**config.mk**
```make
export PLATFORM = sky130hd
export DESIGN_NAME = alu_share_arb
export DESIGN_NICKNAME = d
export VERILOG_FILES = /design/src/rtl/alu_share_arb_pkg.sv /design/src/rtl/alu_share_arb_alu.sv /design/src/rtl/alu_share_arb.sv
export SDC_FILE = /design/constraint.sdc
export NUM_CORES = 1
export LEC_CHECK = 0
export CAP_MARGIN = 30
export CORE_UTILIZATION = 57
export CTS_CLUSTER_DIAMETER = 150
export DETAILED_ROUTE_END_ITERATION = 12
export PLACE_DENSITY = 0.82
export SYNTH_ARGS = -nofsm -noshare
export SYNTH_HDL_FRONTEND = slang
export SYNTH_SLANG_ARGS = --single-unit
export TNS_END_PERCENT = 5
```
**constraint.sdc**
```tcl
create_clock -name clk -period 8.3 [get_ports clk]
set_input_delay 2.075 -clock clk [delete_from_list [all_inputs] [get_ports clk]]
set_output_delay 2.075 -clock clk [all_outputs]
set_load 0.02 [all_outputs]
```
**src/rtl/alu_share_arb_pkg.sv**
```systemverilog
// ============================================================================
// alu_share_arb_pkg : shared ALU widths, op codes and arbiter ids
// Revision: 1.0
// ============================================================================
`default_nettype none

package alu_share_arb_pkg;

   localparam int DATA_WIDTH_GPR    = 32;
   localparam int DATA_WIDTH_ALU_OP = 4;

   localparam logic [DATA_WIDTH_ALU_OP-1:0] ALU_OP_ADD  = 4'd0;
   localparam logic [DATA_WIDTH_ALU_OP-1:0] ALU_OP_SUB  = 4'd1;
   localparam logic [DATA_WIDTH_ALU_OP-1:0] ALU_OP_AND  = 4'd2;
   localparam logic [DATA_WIDTH_ALU_OP-1:0] ALU_OP_OR   = 4'd3;
   localparam logic [DATA_WIDTH_ALU_OP-1:0] ALU_OP_XOR  = 4'd4;
   localparam logic [DATA_WIDTH_ALU_OP-1:0] ALU_OP_SLL  = 4'd5;
   localparam logic [DATA_WIDTH_ALU_OP-1:0] ALU_OP_SRL  = 4'd6;
   localparam logic [DATA_WIDTH_ALU_OP-1:0] ALU_OP_SRA  = 4'd7;
   localparam logic [DATA_WIDTH_ALU_OP-1:0] ALU_OP_SLT  = 4'd8;
   localparam logic [DATA_WIDTH_ALU_OP-1:0] ALU_OP_SLTU = 4'd9;

   localparam logic ARB_ID_EX  = 1'b0;
   localparam logic ARB_ID_AGU = 1'b1;

endpackage

`default_nettype wire

```
**src/rtl/alu_share_arb_alu.sv**
```systemverilog
// ============================================================================
// alu_share_arb_alu : combinational integer ALU, unknown op codes yield 0
// Revision: 1.0
// ============================================================================
`default_nettype none

module alu_share_arb_alu
   import alu_share_arb_pkg::*;
(
   input  logic [DATA_WIDTH_ALU_OP-1:0] i_op,
   input  logic [DATA_WIDTH_GPR-1:0]    i_in_0,
   input  logic [DATA_WIDTH_GPR-1:0]    i_in_1,
   output logic [DATA_WIDTH_GPR-1:0]    o_result
);

   logic [4:0] w_shamt;
   assign w_shamt = i_in_1[4:0];

   always_comb begin
      o_result = '0;
      case (i_op)
         ALU_OP_ADD:  o_result = i_in_0 + i_in_1;
         ALU_OP_SUB:  o_result = i_in_0 - i_in_1;
         ALU_OP_AND:  o_result = i_in_0 & i_in_1;
         ALU_OP_OR:   o_result = i_in_0 | i_in_1;
         ALU_OP_XOR:  o_result = i_in_0 ^ i_in_1;
         ALU_OP_SLL:  o_result = i_in_0 << w_shamt;
         ALU_OP_SRL:  o_result = i_in_0 >> w_shamt;
         ALU_OP_SRA:  o_result = $signed(i_in_0) >>> w_shamt;
         ALU_OP_SLT:  o_result = {{(DATA_WIDTH_GPR-1){1'b0}}, ($signed(i_in_0) < $signed(i_in_1))};
         ALU_OP_SLTU: o_result = {{(DATA_WIDTH_GPR-1){1'b0}}, (i_in_0 < i_in_1)};
         default:     o_result = '0;
      endcase
   end

endmodule

`default_nettype wire

```
**src/rtl/alu_share_arb.sv**
```systemverilog
// ============================================================================
// alu_share_arb : round-robin sharing of one ALU between two requesters,
//                 results returned in order through a small tagged FIFO
// Revision: 1.0
// ============================================================================
`default_nettype none

module alu_share_arb
   import alu_share_arb_pkg::*;
#(
   parameter int TAG_W     = 4,
   parameter int RSP_DEPTH = 2,
   parameter int RR_INIT   = 0
) (
   input  logic                           clk,
   input  logic                           rst,
   input  logic [1:0]                     req_valid,
   output logic [1:0]                     req_ready,
   input  logic [2*DATA_WIDTH_ALU_OP-1:0] req_op,
   input  logic [2*DATA_WIDTH_GPR-1:0]    req_in_0,
   input  logic [2*DATA_WIDTH_GPR-1:0]    req_in_1,
   input  logic [2*TAG_W-1:0]             req_tag,
   output logic                           rsp_valid,
   input  logic                           rsp_ready,
   output logic                           rsp_id,
   output logic [TAG_W-1:0]               rsp_tag,
   output logic [DATA_WIDTH_GPR-1:0]      rsp_data,
   output logic                           busy
);

   localparam int c_PTR_W = (RSP_DEPTH > 1) ? $clog2(RSP_DEPTH) : 1;
   localparam int c_CNT_W = c_PTR_W + 1;
   localparam int c_PLD_W = 1 + TAG_W + DATA_WIDTH_GPR;
   localparam logic c_RR_INIT = (RR_INIT != 0);

   logic [c_PLD_W-1:0] r_mem [RSP_DEPTH];
   logic [c_PTR_W-1:0] r_wr_ptr;
   logic [c_PTR_W-1:0] r_rd_ptr;
   logic [c_CNT_W-1:0] r_count;
   logic               r_prio;

   logic                         w_pop;
   logic                         w_push;
   logic                         w_can_accept;
   logic [1:0]                   w_grant;
   logic                         w_sel;
   logic [DATA_WIDTH_ALU_OP-1:0] w_op;
   logic [DATA_WIDTH_GPR-1:0]    w_in_0;
   logic [DATA_WIDTH_GPR-1:0]    w_in_1;
   logic [TAG_W-1:0]             w_tag;
   logic [DATA_WIDTH_GPR-1:0]    w_result;
   logic [c_PLD_W-1:0]           w_push_pld;
   logic [c_PLD_W-1:0]           w_head;

   assign rsp_valid = (r_count != '0);
   assign busy      = rsp_valid;
   assign w_pop     = rsp_valid & rsp_ready;
   // Nothing is granted while reset is held, so no op can be lost across reset.
   assign w_can_accept = !rst && ((r_count < c_CNT_W'(RSP_DEPTH)) || w_pop);

   always_comb begin
      w_grant = 2'b00;
      if (w_can_accept) begin
         case (req_valid)
            2'b01:   w_grant = 2'b01;
            2'b10:   w_grant = 2'b10;
            2'b11:   w_grant = r_prio ? 2'b10 : 2'b01;
            default: w_grant = 2'b00;
         endcase
      end
   end

   assign req_ready = w_grant;
   assign w_push    = |w_grant;
   assign w_sel     = w_grant[1];

   assign w_op   = w_sel ? req_op[2*DATA_WIDTH_ALU_OP-1:DATA_WIDTH_ALU_OP] : req_op[DATA_WIDTH_ALU_OP-1:0];
   assign w_in_0 = w_sel ? req_in_0[2*DATA_WIDTH_GPR-1:DATA_WIDTH_GPR]   : req_in_0[DATA_WIDTH_GPR-1:0];
   assign w_in_1 = w_sel ? req_in_1[2*DATA_WIDTH_GPR-1:DATA_WIDTH_GPR]   : req_in_1[DATA_WIDTH_GPR-1:0];
   assign w_tag  = w_sel ? req_tag[2*TAG_W-1:TAG_W]                      : req_tag[TAG_W-1:0];

   alu_share_arb_alu u_alu (
      .i_op     (w_op),
      .i_in_0   (w_in_0),
      .i_in_1   (w_in_1),
      .o_result (w_result)
   );

   assign w_push_pld = {(w_sel ? ARB_ID_AGU : ARB_ID_EX), w_tag, w_result};

   // Payload storage needs no reset: the head is masked whenever the FIFO is empty.
   always_ff @(posedge clk) begin
      if (w_push) begin
         r_mem[r_wr_ptr] <= w_push_pld;
      end
   end

   always_ff @(posedge clk) begin
      if (rst) begin
         r_wr_ptr <= '0;
         r_rd_ptr <= '0;
         r_count  <= '0;
         r_prio   <= c_RR_INIT;
      end else begin
         if (w_push) begin
            r_wr_ptr <= (r_wr_ptr == c_PTR_W'(RSP_DEPTH - 1)) ? '0 : r_wr_ptr + c_PTR_W'(1);
            r_prio   <= ~w_sel;
         end
         if (w_pop) begin
            r_rd_ptr <= (r_rd_ptr == c_PTR_W'(RSP_DEPTH - 1)) ? '0 : r_rd_ptr + c_PTR_W'(1);
         end
         case ({w_push, w_pop})
            2'b10:   r_count <= r_count + c_CNT_W'(1);
            2'b01:   r_count <= r_count - c_CNT_W'(1);
            default: r_count <= r_count;
         endcase
      end
   end

   assign w_head = rsp_valid ? r_mem[r_rd_ptr] : '0;
   assign {rsp_id, rsp_tag, rsp_data} = w_head;

endmodule

`default_nettype wire

```
; Word level (Yosys, flattened, before mapping)
; Memory sizes are Yosys's and may differ from the RTL's. A register that Yosys moved wholly into a read port is not among the register bits.
; Index checks and enable logic that the tools add are counted.
[word_totals]
reg_bits = 5
ram_bits = 74
in_bits = 149
out_inout_bits = 41
word_cells = 60
memories = 1
[classes]
add_sub_neg = 6
order_cmp = 3
n_eq_ne = 14
shift = 3
muxes = 17
n_bitwise = 5
n_reduce_logical = 7
[mem_list]
columns = memory, depth, word_bits, read_ports, rd_clocked_by_memory_dff, wr, line_no
row1 = r_mem, 2, 37, 1, 1, 1, alu_share_arb.sv:36  ; logic [c_PLD_W-1:0] r_mem [RSP_DEPTH];
[op_table]
columns = operator, count
row1 = case mux 32 bit (10 select lines), 1
row2 = < comparator 32 bit, 2
row3 = 2-to-1 mux 32 bit, 2
row4 = 2-to-1 mux 37 bit, 1
row5 = adder 32 bit, 1
row6 = AND 32 bit, 1
row7 = bitwise OR 32 bit, 1
row8 = << shifter 32 x 5 -> 32 bit, 1
row9 = right shift 32 x 5 -> 32 bit, 1
row10 = >>> shifter 32 x 5 -> 32 bit, 1
row11 = subtractor 32 bit, 1
row12 = XOR 32 bit, 1
row13 = "equality test 4 x 3 -> 1 bit, second input constant", 4
row14 = "equality test 4 x 2 -> 1 bit, second input constant", 2
row15 = "equality test 4 bit, second input constant", 2
row16 = 2-to-1 mux 4 bit, 2
row17 = 2-to-1 mux 1 bit, 7
row18 = "equality test 2 bit, second input constant", 3
row19 = case mux 2 bit (3 select lines), 1
row20 = "equality test 2 x 1 -> 1 bit, second input constant", 2
row21 = "equality test 4 x 1 -> 1 bit, second input constant", 1
row22 = zero test 4 bit, 1
row23 = 2-to-1 mux 2 bit, 2
row24 = case mux 2 bit (2 select lines), 1
row25 = other kinds (11), 13

; Longest topological paths before layout
[logic_depth]
ltp_word = 8
depth_mapped = 24
mapped_depth_nobuf = 18

; By module
; Synthesis repeated with hierarchy kept, for this count alone.
[unflattened]
cells_unflattened = 1506
hier_area_um2 = 12515.8
[modules_own_cells]
columns = mod, n_inst, cells_per_inst, area_each_um2, seq_area_each_um2
row1 = alu_share_arb_alu, 1, 1231, 8280.4, 0.0
row2 = alu_share_arb, 1, 275, 4235.3, 2342.2

; Worst setup path after synthesis
; OpenSTA, ideal clock, no wires.
[synth_path]
path_kind = input-to-reg
start = input req_valid[0]
end = memory r_mem[0][19] (netlist name), data pin
setup_ns = 0.278
arrival_ns = 6.858
required_time_ns = 8.022
slack_ns = 1.164
stages = 22
n_path_buf = 7
cell_sequence = nor2b_1 > or4_4 > buf_6 > inv_8 > buf_6 > buf_2 > buf_2 > clkbuf_1 > clkbuf_1 > nand2_1 > nand2_1 > ha_1 > clkbuf_1 > or2_2 > a311oi_1 > nor2_1 > o31ai_1 > a311oi_1 > o31a_1 > a221oi_1 > a21oi_1 > or4b_1
[synth_between]
elab_chain_cells = 6
elab_cells_between_ends = 27
classes_between = add/sub (2) / eq/ne (12) / shift (3) / mux (6) / bitwise (3) / reduce/logical (1)
[synth_rtl]
columns = item, line_no
row1 = "start, declared", alu_share_arb.sv:17  ; input logic [1:0] req_valid,
row2 = equality test 2 bit / equality test 2 x 1 -> 1 bit (equally long branches), alu_share_arb.sv:64  ; case (req_valid)
row3 = case mux 2 bit (3 select lines) (*), alu_share_arb.sv:64
row4 = 2-to-1 mux 2 bit (*), alu_share_arb.sv:63  ; if (w_can_accept) begin
row5 = "2-to-1 mux 32 bit, or another cell as far along", alu_share_arb.sv:78  ; assign w_in_0 = w_sel ? req_in_0[2*DATA_WIDTH_GPR-1:DATA_WIDTH_GPR] : req_in_0[DATA_WIDTH_GPR-1:0];
row6 = "subtractor 32 bit, or another cell as far along", alu_share_arb_alu.sv:23  ; ALU_OP_SUB: o_result = i_in_0 - i_in_1;
row7 = case mux 32 bit (10 select lines) (*), alu_share_arb_alu.sv:21  ; case (i_op)
row8 = net u_alu.o_result[19], alu_share_arb_alu.sv:13  ; output logic [DATA_WIDTH_GPR-1:0] o_result
row9 = "end, declared", alu_share_arb.sv:36
; Mark *: on every way through the listed nets, which the timed path passes. The rest lies on a longest branch.

; Worst setup path after layout
[layout_path]
start = input rst
end = memory r_mem[1][21] (netlist name), data pin
[layout_between]
elab_chain_cells = 6
elab_cells_between_ends = 25
classes_between = add/sub (2) / eq/ne (9) / shift (3) / mux (5) / bitwise (3) / reduce/logical (3)
[layout_rtl]
columns = item, line_no
row1 = "start, declared", alu_share_arb.sv:16  ; input logic rst,
row2 = zero test 1 bit (*), alu_share_arb.sv:59  ; assign w_can_accept = !rst && ((r_count < c_CNT_W'(RSP_DEPTH)) || w_pop);
row3 = logical AND 1 bit (*), alu_share_arb.sv:59
row4 = 2-to-1 mux 2 bit (*), alu_share_arb.sv:63
row5 = "2-to-1 mux 32 bit, or another cell as far along", alu_share_arb.sv:78
row6 = "subtractor 32 bit, or another cell as far along", alu_share_arb_alu.sv:23
row7 = case mux 32 bit (10 select lines) (*), alu_share_arb_alu.sv:21
row8 = net u_alu.o_result[21], alu_share_arb_alu.sv:13
; Marks and branches as above.

==> results.py <==
metrics = {
    "status": {
        "run_status": "complete, no violations",
    },
    "floorplan": {
        "io_pins": 190,
        "core_area_um2": 25110,
        "die_width_um": 161.6,
        "floorplan.initialDensity": 0.5779,
        "die_h_um": 161.6,
        "fp.dieArea_um2": 26100,
        "num_rows": 58,
    },
    "route": {
        "route.vias.total": 16974,
        "top_layer_used": "met5",
        "met2_length_um": 27500,
        "drc": 0,
        "vias_per_cell": 7.126,
        "wl_met3_um": 7483,
        "ant_nets": 0,
        "wl_per_cell_um": 26.67,
        "first_pass_iters": 8,
        "drt-initial-drc-count": 2646,
        "wl_met1_um": 23520,
        "wl_um": 63540,
    },
    "global_route": {
        "grt_pass1_vias": 15610,
        "grt_first_pass_wirelength_um": 94290,
        "grt_overflow": 0,
        "antenna_found_initial": 5,
        "grt_util_all_layers": 0.4777,
        "grt_max_degree": 75,
    },
    "placed_design": {
        "portBuffers": 189,
        "place.gp.congestion": 1.069,
        "place_area_um2": 16610,
        "dpl.hpwl_um": 49210,
    },
    "timing": {
        "rsz0062_at_grt": "false",
        "fin_worst_skew_ns": 0.01395,
        "final_hold_viol_count": 0,
        "setup_viol_count_final": 0,
        "period_share": 0.9012,
        "worst_slew_pin_slew_ns": 1.115,
        "max-slew-margin-rel": 0.2569,
        "min_period_ns": 7.480,
        "fin_setup_tns_ns": 0,
        "fmaxAchievable_ghz": 0.1337,
        "drv_slew": 0,
    },
    "clock_network": {
        "cts_tree": "done",
        "cts_resized": 0,
        "htreeDepth": 3,
        "cts.sinks": 80,
        "holdBufCountCts": 0,
        "cts.clk_slew.worst_paths_ns": 0.07,
        "clk_latency_ns": 0.36,
        "cts-root-buf": "clkbuf_16",
        "cts_buffers": 9,
        "cts_max_path_buffers": 2,
        "post_cts_buffers": 0,
    },
    "pwr": {
        "power_leakage_nw": 6.998,
        "total_power_mw": 2.810,
        "ir_drop_uv": 253.2,
        "power.density_nw_per_um2": 166.0,
    },
    "layout": {
        "final_cell_mix": "277 x nand2_1, 192 x mux2i_1, 187 x clkdlybuf4s50_1",
        "finalNetCount": 2294,
        "area_delta_synth_final_pct": 16.66,
        "drive_above_1_share": 0.07906,
        "stdcell_area_um2": 16930,
        "final_common_cell": "nand2_1",
    },
    "worst_hold_path": {
        "hp-class": "flip-flop to flip-flop",
        "hold_depth": 2,
        "hp-start": "r_rd_ptr",
    },
    "critical_path": {
        "timing.rr.end": "r_mem[1][21]",
        "setup.worst_path.start_class": "primary input",
        "critPathArrivalTime_ns": 7.57,
        "cp_max_fo": 43,
        "crit_required_ns": 8.39,
        "rrSetupSlack_ns": 2.77,
        "endpoint_kind": "flip-flop",
        "r2r_start": "r_count[1]",
        "path_class": "primary input to flip-flop",
        "worst_r2r_path_depth": 15,
    },
    "synthesis": {
        "synthDistinctLibCells": 90,
        "synthCells": 1935,
        "synth_nets": 2185,
        "synth_warnings": 0,
        "synth.area.top_cells": "edfxtp_1 15%, mux2i_1 13%, ha_1 8.5%",
        "syn_area_um2": 14510,
        "ys_ff_latch": 80,
        "synth_area_per_cell_um2": 7.499,
        "synth_edf_count": 74,
        "yosysTopAreaCell": "edfxtp_1",
        "async_reset_ff_frac": 0,
        "ys_seq_area_frac": 0.1614,
        "synth_top_area_share": 0.1531,
        "ys.flop_type": "edfxtp_1",
    },
    "flow_run": {
        "max_cap_violations": 0,
    },
}
==> sequential cells by signal (all words and copies together) (netlist names), named ones only <==
signal,count
r_wr_ptr,1
r_mem,74
r_prio,1
r_count,2
r_rd_ptr,1
==> cells by family after synthesis <==
family	count (synthesis)	synth area share
AND/OR/NAND/NOR	653	0.2034
AO/OA/AOI/OAI	594	0.2751
multiplexers	251	0.1927
adder cells (fa/ha/maj)	101	0.08812
XOR/XNOR	11	0.006640
flip-flops	80	0.1614
buffers and inverters	245	0.07260
==> synthesized netlist by cell type, types with 10 or more instances <==
cell type / number
nand2_1: 277
mux2i_1: 195
nor2_1: 162
a21oi_1: 160
ha_1: 99
inv_1: 99
o21ai_0: 98
clkbuf_1: 83
edfxtp_1: 74
nor3_1: 42
nor2b_1: 39
nand3_1: 36
o211ai_1: 35
a211oi_1: 34
mux2_2: 34
a31oi_1: 28
a21o_1: 26
buf_2: 24
o221ai_1: 22
a22oi_1: 20
a221oi_1: 18
buf_1: 18
mux4_2: 17
nand2b_1: 14
nand4_1: 14
o21bai_1: 14
or3_1: 13
a2111oi_0: 11
a221o_1: 11
o22ai_1: 11
o31ai_1: 11
nor4_1: 10
o21a_1: 10
==> per-stage QoR <==
| stage | utilization | worst slack [ns] | hold WS, ns | instances |
|---|---|---|---|---|
| final | 0.6742 | 0.8197 | 0.5220 | 2382 |
| after global routing | 0.6739 | 0.6332 | 0.5601 | 2379 |
| after CTS | 0.6736 | 0.9961 | 0.5245 | 2378 |
| after detailed placement | 0.6616 | 0.6485 | 0.5033 | 2362 |
| after global placement | 0.6597 | 0.7882 | 0.4973 | 2358 |
| after floorplan | - | 1.164 | 0.4812 | 1935 |
==> power by group <==
group	total, mW	internal (mW)	switching [mW]
Sequential	0.536	0.517	0.0190
Clock	0.429	0.238	0.191
Combinational	1.84	0.685	1.16
Total	2.81	1.44	1.37
==> layout make-up <==
class                           instances  area (um^2)
Clock buffer                            9        225.2
Tap cell                              330        412.9
Clock inverter                          7        76.32
Sequential cell                        80         2344
Inverter                              104        400.4
Antenna cell                            3        7.507
Timing Repair Buffer                  239         2276
Multi-Input combinational cell       1610        11190
Fill cell                            2131         8180
==> worst max-delay path by stage <==
stage	startpoint	to	slack, ns	cells past startpoint
floorplan	req_valid[0]	r_mem[0][19]	1.16	22
global placement	rst	r_mem[0][21]	0.79	15
detailed placement	rst	r_mem[0][21]	0.65	15
CTS	rst	r_mem[1][21]	1.0	15
global route	rst	r_mem[1][21]	0.63	15
finish	rst	r_mem[1][21]	0.82	15
==> routing by layer <==
| layer | track usage | vias up |
|---|---|---|
| met3 | 0.09784 | 340 |
| met2 | 0.7565 | 1375 |
| li1 | - | 7425 |
| met5 | 0 | - |
| met4 | 0.3066 | 4 |
| met1 | 0.5910 | 7830 |
==> critical path: stages <==
cell and delay [ns]:
clkdlybuf4s50_1 0.61, or4_4 0.82, inv_8 0.34, mux2i_1 0.35, inv_1 0.10, ha_1 0.57, and3_1 0.27, nand4_1 0.11
a311oi_1 0.48, nor2_1 0.14, a311oi_2 0.39, a2111oi_0 0.16, or4_1 0.53, mux2_2 0.28, a221o_1 0.30
No activity file was read; power rests on OpenSTA's default activity.
